File: src/rtl/pixie_dma_arbiter.sv
// ---------------------------------------------------------------------------
// pixie_dma_arbiter
//
// Shares the single system RAM port between the CDP1802 CPU and the Pixie
// (CDP1861) display DMA. Every access is a two-phase request/return:
//   *_ACC drives the RAM for one enabled cycle.
//   *_RET captures the RAM read data (one clock of RAM latency) and raises
//   the matching ack.
// DMA normally wins. After DMA_BURST_MAX consecutive DMA grants taken while
// the CPU was waiting, the CPU is given one access. Also counts the DMA bytes
// delivered per frame, for debug.
//
// Ports
//   clk, reset     bus clock; synchronous active-low reset
//   clk_enable     bus-cycle enable; state advances only when 1
//   cpu_*          CPU request/ack handshake, address, data and state code
//   dma_*          pixie DMA request/ack handshake, address and read data
//   frame_start    start-of-frame pulse; latches and clears the byte count
//   sc_out         state code to the pixie (S2 during DMA cycles)
//   frame_bytes    DMA bytes delivered in the previous frame (saturating)
//   mem_*          synchronous RAM port with 1-clock read latency
// ---------------------------------------------------------------------------
module pixie_dma_arbiter #(
  parameter int DMA_BURST_MAX = 8,
  parameter int ADDR_W        = 16
) (
  input  logic              clk,
  input  logic              reset,
  input  logic              clk_enable,
  input  logic              cpu_req,
  input  logic              cpu_we,
  input  logic [ADDR_W-1:0] cpu_addr,
  input  logic [7:0]        cpu_wdata,
  input  logic [1:0]        cpu_sc,
  output logic [7:0]        cpu_rdata,
  output logic              cpu_ack,
  input  logic              dma_req,
  input  logic [ADDR_W-1:0] dma_addr,
  output logic [7:0]        dma_data,
  output logic              dma_ack,
  input  logic              frame_start,
  output logic [1:0]        sc_out,
  output logic [10:0]       frame_bytes,
  output logic              mem_en,
  output logic              mem_we,
  output logic [ADDR_W-1:0] mem_addr,
  output logic [7:0]        mem_wdata,
  input  logic [7:0]        mem_rdata
);

  typedef enum logic [2:0] {
    IDLE    = 3'd0,
    DMA_ACC = 3'd1,
    DMA_RET = 3'd2,
    CPU_ACC = 3'd3,
    CPU_RET = 3'd4
  } state_t;

  // The burst counter only has to reach DMA_BURST_MAX. With the cap disabled
  // (0), it still counts but saturates and is never compared.
  localparam int BW = (DMA_BURST_MAX < 2) ? 1 : $clog2(DMA_BURST_MAX + 1);
  localparam logic [BW-1:0] BURST_CAP = BW'(DMA_BURST_MAX);
  localparam logic [BW-1:0] BURST_SAT = {BW{1'b1}};
  localparam logic [10:0]   BYTE_SAT  = 11'h7FF;

  state_t          state;
  state_t          state_next;
  logic [BW-1:0]   burst_cnt;
  logic            cap_hit;
  logic            cpu_pend_at_grant;
  logic            cpu_we_q;
  logic [10:0]     byte_cnt;
  logic            dma_done;
  logic [10:0]     byte_cnt_inc;

  assign cap_hit  = (DMA_BURST_MAX != 0) && (burst_cnt == BURST_CAP);
  assign dma_done = (state == DMA_RET);
  assign byte_cnt_inc = (byte_cnt == BYTE_SAT) ? BYTE_SAT : byte_cnt + 11'd1;

  // State register. A reset in the middle of an access simply abandons it.
  always_ff @(posedge clk) begin
    if (!reset) begin
      state <= IDLE;
    end else if (clk_enable) begin
      state <= state_next;
    end
  end

  // Next-state logic. Requests are only looked at in IDLE, so a request that
  // is dropped while its access is in flight still runs to completion.
  always_comb begin
    state_next = state;
    case (state)
      IDLE: begin
        if (dma_req && !(cap_hit && cpu_req)) begin
          state_next = DMA_ACC;
        end else if (cpu_req) begin
          state_next = CPU_ACC;
        end
      end
      DMA_ACC: state_next = DMA_RET;
      DMA_RET: state_next = IDLE;
      CPU_ACC: state_next = CPU_RET;
      CPU_RET: state_next = IDLE;
      default: state_next = IDLE;
    endcase
  end

  // Output logic. The pixie sees S2 for the whole DMA access and the CPU
  // state code at all other times.
  always_comb begin
    sc_out = cpu_sc;
    if ((state == DMA_ACC) || (state == DMA_RET)) begin
      sc_out = 2'b10;
    end
  end

  // RAM port, return data, acks and burst counter.
  // The RAM strobes are loaded on the grant edge and dropped on the edge
  // that leaves *_ACC.
  // The acks are cleared on every clock edge, including edges where
  // clk_enable is 0, so each ack is exactly one clock wide. They are only
  // raised on enabled edges.
  always_ff @(posedge clk) begin
    if (!reset) begin
      mem_en            <= 1'b0;
      mem_we            <= 1'b0;
      mem_addr          <= '0;
      mem_wdata         <= '0;
      cpu_rdata         <= '0;
      dma_data          <= '0;
      cpu_ack           <= 1'b0;
      dma_ack           <= 1'b0;
      burst_cnt         <= '0;
      cpu_pend_at_grant <= 1'b0;
      cpu_we_q          <= 1'b0;
    end else begin
      cpu_ack <= 1'b0;
      dma_ack <= 1'b0;
      if (clk_enable) begin
        case (state)
          IDLE: begin
            if (state_next == DMA_ACC) begin
              mem_en            <= 1'b1;
              mem_we            <= 1'b0;
              mem_addr          <= dma_addr;
              cpu_pend_at_grant <= cpu_req;
            end else if (state_next == CPU_ACC) begin
              mem_en    <= 1'b1;
              mem_we    <= cpu_we;
              mem_addr  <= cpu_addr;
              mem_wdata <= cpu_wdata;
              cpu_we_q  <= cpu_we;
            end
          end
          DMA_ACC, CPU_ACC: begin
            mem_en <= 1'b0;
            mem_we <= 1'b0;
          end
          DMA_RET: begin
            dma_data <= mem_rdata;
            dma_ack  <= 1'b1;
            // Only grants that kept the CPU waiting count toward the cap.
            if (cpu_pend_at_grant) begin
              if (burst_cnt != BURST_SAT) begin
                burst_cnt <= burst_cnt + 1'b1;
              end
            end else begin
              burst_cnt <= '0;
            end
          end
          CPU_RET: begin
            if (!cpu_we_q) begin
              cpu_rdata <= mem_rdata;
            end
            cpu_ack   <= 1'b1;
            burst_cnt <= '0;
          end
          default: begin
            mem_en <= 1'b0;
            mem_we <= 1'b0;
          end
        endcase
      end
    end
  end

  // Per-frame DMA byte counter.
  // A DMA ack on the same edge as frame_start is counted in the frame that
  // is closing. It also starts the new frame's count at 1.
  always_ff @(posedge clk) begin
    if (!reset) begin
      byte_cnt    <= '0;
      frame_bytes <= '0;
    end else if (clk_enable) begin
      if (frame_start) begin
        frame_bytes <= dma_done ? byte_cnt_inc : byte_cnt;
        byte_cnt    <= dma_done ? 11'd1 : 11'd0;
      end else if (dma_done) begin
        byte_cnt <= byte_cnt_inc;
      end
    end
  end

endmodule

File: config.mk
export PLATFORM = sky130hd
export DESIGN_NAME = pixie_dma_arbiter
export DESIGN_NICKNAME = d
export VERILOG_FILES = /design/src/rtl/pixie_dma_arbiter.sv
export SDC_FILE = /design/constraint.sdc
export NUM_CORES = 1
export LEC_CHECK = 0
export BUFFER_PORTS_ARGS = -buffer_cell sky130_fd_sc_hd__buf_2
export CAP_MARGIN = 20
export CORE_MARGIN = 1
export CORE_UTILIZATION = 50
export CTS_BUF_LIST = sky130_fd_sc_hd__clkbuf_8 sky130_fd_sc_hd__clkbuf_16
export CTS_CLUSTER_DIAMETER = 30
export DETAILED_ROUTE_END_ITERATION = 10
export HOLD_SLACK_MARGIN = 0.1
export PLACE_DENSITY = 0.79
export RECOVER_POWER = 25
export REMOVE_ABC_BUFFERS = 1
export SYNTH_ARGS = -nofsm -noshare
export SYNTH_HDL_FRONTEND = slang
export SYNTH_SLANG_ARGS = --single-unit
File: constraint.sdc
create_clock -name clk -period 2 [get_ports clk]
set_input_delay 0.5 -clock clk [delete_from_list [all_inputs] [get_ports clk]]
set_output_delay 0.5 -clock clk [all_outputs]
set_load 0.05 [all_outputs]
==> key figures <==
Drt
  • Detailed Routing Iterations Pass 1: 8
  • Drt via density: 5.72
  • Final wirelength: 8900 µm
  • Initial DRC Count: 285
  • DRC errors left: 2
  • Final ANT Viol Nets: 0
  • Average detailed-routed wire length per instance: 14.9 µm
  • Total via count after detailed routing: 3423

Synth
  • Mux share of post-synthesis cell area: under 10%
  • Register area share after synthesis: 44.2%
  • Cell types occupying the most area after synthesis: sky130_fd_sc_hd__dfxtp_1 (44%), sky130_fd_sc_hd__a21oi_1 (5.9%), sky130_fd_sc_hd__mux2i_1 (5.9%)
  • Count of distinct cell types in the synthesized netlist: 55
  • Synth Register Bits: between 70 and 80
  • Share of the synthesized netlist area taken by xor and xnor gates: 0.774%
  • Synthesized-area fraction occupied by and/or/nand/nor cells: around a fifth
  • Adder-cell share of the synthesized area: under 10%
  • Post-synth design cell area: 3400 µm²
  • Yosys warning count: 0
  • Complex-gate fraction of the synthesized area: 22.5%
  • Cell taking the most area after synthesis: sky130_fd_sc_hd__dfxtp_1
  • Number of synthesized flops with an enable pin: 0
  • Number of standard cells after synthesis: between 300 and 400
  • Main flop type after synthesis: sky130_fd_sc_hd__dfxtp_1
  • Main combinational cell family by area after synthesis: compound AO/OA/AOI/OAI gates
  • Post-synthesis area per instance: 8.66 µm²
  • Area share of the largest cell type after synthesis: 44.2%
  • Proportion of synthesized flip-flops having asynchronous set or reset: 0%

Floorplanning
  • Io pins: 114
  • Number of standard-cell rows in the floorplan: 29
  • Overall die area: 7130 µm²
  • Initial standard-cell utilization of the core: 52.6%
  • Vertical extent of the die: 84.4 µm
  • Die X: 84.4 µm
  • Core area: 6460 µm²

Power
  • Sequential fraction of design power: 44.5%
  • Net load switching power: a little under 1 mW
  • Internal power of the cells: 2.56 mW
  • Power density relative to cell area: ~800 nW/µm²
  • Standby leakage power: 1.84 nW
  • Maximum VDD drop: 0.000521 V
  • Clock power share: 39.5%
  • Combinational cell fraction of total power: between 10% and 20%
  • Switching Share: 27.5%

Outcome
  • Failing checks: DRC
  • Status: finished, violations left

Job
  • Number of max-cap violations: 0

Timing
  • Min cycle time layout: between 1.5 and 2 ns
  • Final setup violation count: 0
  • Final worst setup slack: 0.0587 ns
  • Setup TNS: 0 ns
  • Final critical-path share of the clock period: a little under 100%
  • Unrepaired setup endpoints after global routing: no
  • Number of pins exceeding their max-slew limit in the final report: 0
  • Post-route clock skew: between 0.01 and 0.015 ns
  • Slew @ Worst Pin: approximately 0.62 ns
  • Fmax: 515 MHz
  • Max-slew headroom at the worst pin: between 50 and 60%
  • Number of endpoints with negative hold slack in the final report: 0

Critical path
  • Setup slack of the most critical reg-to-reg path: a little under 0.06 ns
  • CP startpoint: state[0]
  • R2R depth: 5
  • Reg2Reg Launch Point: state[0]
  • Destination of the critical timing path: byte_cnt[5]
  • Type of the worst setup path: flop to flop
  • Endpoint kind of the worst setup timing path: flop
  • Crit path required time: 2.27 ns
  • Type of element launching the critical path: flop
  • Worst-path fanout max: 7
  • WP data arrival: 2.21 ns
  • Worst r2r dst: byte_cnt[5]

Finish
  • Final cell count without fillers: ~600
  • Area added between synthesis and finish: 29.8%
  • Proportion of layout cells with a drive suffix above 1: ~28%
  • Antenna diodes: 0
  • Final Net Count: 576

Placement
  • Final estimated routing congestion in global placement: 0.888
  • Post-Place Cells: ~580
  • Number of input and output port buffers inserted: 113
  • Hpwl dp: 6240 µm
  • Worst slack at placement: 0.113 ns

Clock network
  • Depth of the CTS H-tree: 3
  • Clock tree sinks: 75
  • CTS tree: yes
  • Clock-pin transition on the worst setup and hold timing paths: roughly 0.080 ns
  • CTS buffer count: 9
  • Root buf cell: sky130_fd_sc_hd__clkbuf_8
  • Bufs on Longest Clock Path: 2
  • Clock latency on the worst-skew pair: 0.35 ns

Worst hold path
  • Type of the worst min-delay path: input port to flop

Global routing
  • Met2 track demand over resource: between 40% and 50%
  • Met1 track demand over resource in global routing: 29.8%
  • Number of antenna violations at the first check in global routing: 0
  • Leftover overflow at the end of global routing: 0
  • All-layer global routing usage: 25.7%
  • GRT busiest layer: met2
  • Maximum number of pins on one net before global-route repair: 26
  • Global-route wire length before repair: 14800 µm
  • Number of global-route vias before repair: 3284
  • Global Route met3 Usage: 5.21%
routing by layer:
layer | vias to the layer above | wire [µm]
met1 | 1594 | 3650
met4 | 0 | 298
met2 | 148 | 4410
li1 | 1647 | -
met5 | - | 0
met3 | 34 | 530
power groups by stage:
| stage | combinational, mW | clock, mW | sequential, mW |
|---|---|---|---|
| 3_3_place_gp | 0.521 | 0 | 1.60 |
| 4_1_cts | 0.561 | 1.41 | 1.57 |
| 6_report | 0.565 | 1.39 | 1.57 |
| 2_1_floorplan | 0.171 | 0 | 1.76 |
| 3_5_place_dp | 0.534 | 0 | 1.60 |
| 5_1_grt | 0.602 | 1.48 | 1.57 |
flip-flops by register name (all words and copies together), names as in the netlist:
name               cells
burst_cnt              4
byte_cnt              11
cpu_ack                1
cpu_pend_at_grant      1
cpu_rdata              8
cpu_we_q               1
dma_ack                1
dma_data               8
frame_bytes           11
mem_addr              16
mem_en                 1
mem_wdata              8
mem_we                 1
state                  3
worst max-delay path, stage by stage, from the launching register on:
cell and delay, ns:
sky130_fd_sc_hd__dfxtp_2 0.34, sky130_fd_sc_hd__or3b_1 0.52, sky130_fd_sc_hd__buf_4 0.23, sky130_fd_sc_hd__nor4_4 0.41, sky130_fd_sc_hd__nor4bb_1 0.13, sky130_fd_sc_hd__nor3_1 0.22
worst min path at each step:
stage | start | slack (ns) | cells past startpoint | end
after floorplan | burst_cnt[3] | 0.47 | 2 | burst_cnt[3]
after global placement | frame_bytes[6] | 0.43 | 2 | frame_bytes[6]
after detailed placement | frame_bytes[7] | 0.44 | 2 | frame_bytes[7]
after CTS | cpu_addr[15] | 0.37 | 3 | mem_addr[15]
after global routing | cpu_addr[11] | 0.38 | 3 | mem_addr[11]
final | cpu_addr[15] | 0.37 | 3 | mem_addr[15]
logic make-up after synthesis:
family          count (synthesis)
mux                            20
xor+xnor                        3
flops                          75
buf+inv                        49
compound gates                120
fa+ha+maj                       3
simple gates                  122
layout by cell type (no fill, tap or decap), types with 4 or more instances in the layout:
master                     Yosys  routed
sky130_fd_sc_hd__a21oi_1      40      39
sky130_fd_sc_hd__a31oi_1       4       4
sky130_fd_sc_hd__and2_1        4       4
sky130_fd_sc_hd__and3_1        4       4
sky130_fd_sc_hd__buf_2         1      81
sky130_fd_sc_hd__buf_4         3      24
sky130_fd_sc_hd__clkbuf_1     19      31
sky130_fd_sc_hd__clkbuf_8      0       9
sky130_fd_sc_hd__dfxtp_1      75      73
sky130_fd_sc_hd__inv_1        22      23
sky130_fd_sc_hd__mux2i_1      20      20
sky130_fd_sc_hd__nand2_1      38      38
sky130_fd_sc_hd__nand3_1      11      11
sky130_fd_sc_hd__nand4_1       4       4
sky130_fd_sc_hd__nor2_1       30      29
sky130_fd_sc_hd__nor3_1        6       5
sky130_fd_sc_hd__o211ai_1      4       4
sky130_fd_sc_hd__o21ai_0      29      29
sky130_fd_sc_hd__o221ai_1     11      11
sky130_fd_sc_hd__o31a_1        6       6
stage by stage:
step | utilization, % | power (mW) | area, µm² | hold slack [ns]
floorplan | - | 1.93 | 3270 | 0.470
global placement | 63.5 | 2.12 | 4100 | 0.430
detailed placement | 63.5 | 2.13 | 4100 | 0.435
CTS | 68.2 | 3.54 | 4410 | 0.366
global route | 68.2 | 3.65 | 4410 | 0.385
finish | 68.2 | 3.53 | 4410 | 0.371
layout make-up:
cell class	instances	area, µm²
clock inverter	7	115
timing repair buffer	140	776
sequential	75	1500
fill	553	2050
tap	77	96.3
inverter	22	82.6
multi-input combinational	268	1710
clock buffer	9	124
timing repair:
| item | CTS | global route |
|---|---|---|
| pin swaps | 0 | 1 |
| gates resized for setup | 7 | 6 |
| hold buffers | 0 | 0 |
| endpoints found under the setup margin | 2 | 8 |
| setup buffers | 1 | 3 |
| gates cloned | 1 | 0 |
synth_stat cells, types with 4 or more instances:
cell	count
sky130_fd_sc_hd__dfxtp_1	75
sky130_fd_sc_hd__a21oi_1	40
sky130_fd_sc_hd__nand2_1	38
sky130_fd_sc_hd__nor2_1	30
sky130_fd_sc_hd__o21ai_0	29
sky130_fd_sc_hd__inv_1	22
sky130_fd_sc_hd__mux2i_1	20
sky130_fd_sc_hd__clkbuf_1	19
sky130_fd_sc_hd__nand3_1	11
sky130_fd_sc_hd__o221ai_1	11
sky130_fd_sc_hd__nor3_1	6
sky130_fd_sc_hd__o31a_1	6
sky130_fd_sc_hd__a31oi_1	4
sky130_fd_sc_hd__and2_1	4
sky130_fd_sc_hd__and3_1	4
sky130_fd_sc_hd__nand4_1	4
sky130_fd_sc_hd__o211ai_1	4
Power figures use the tool's default switching activity.
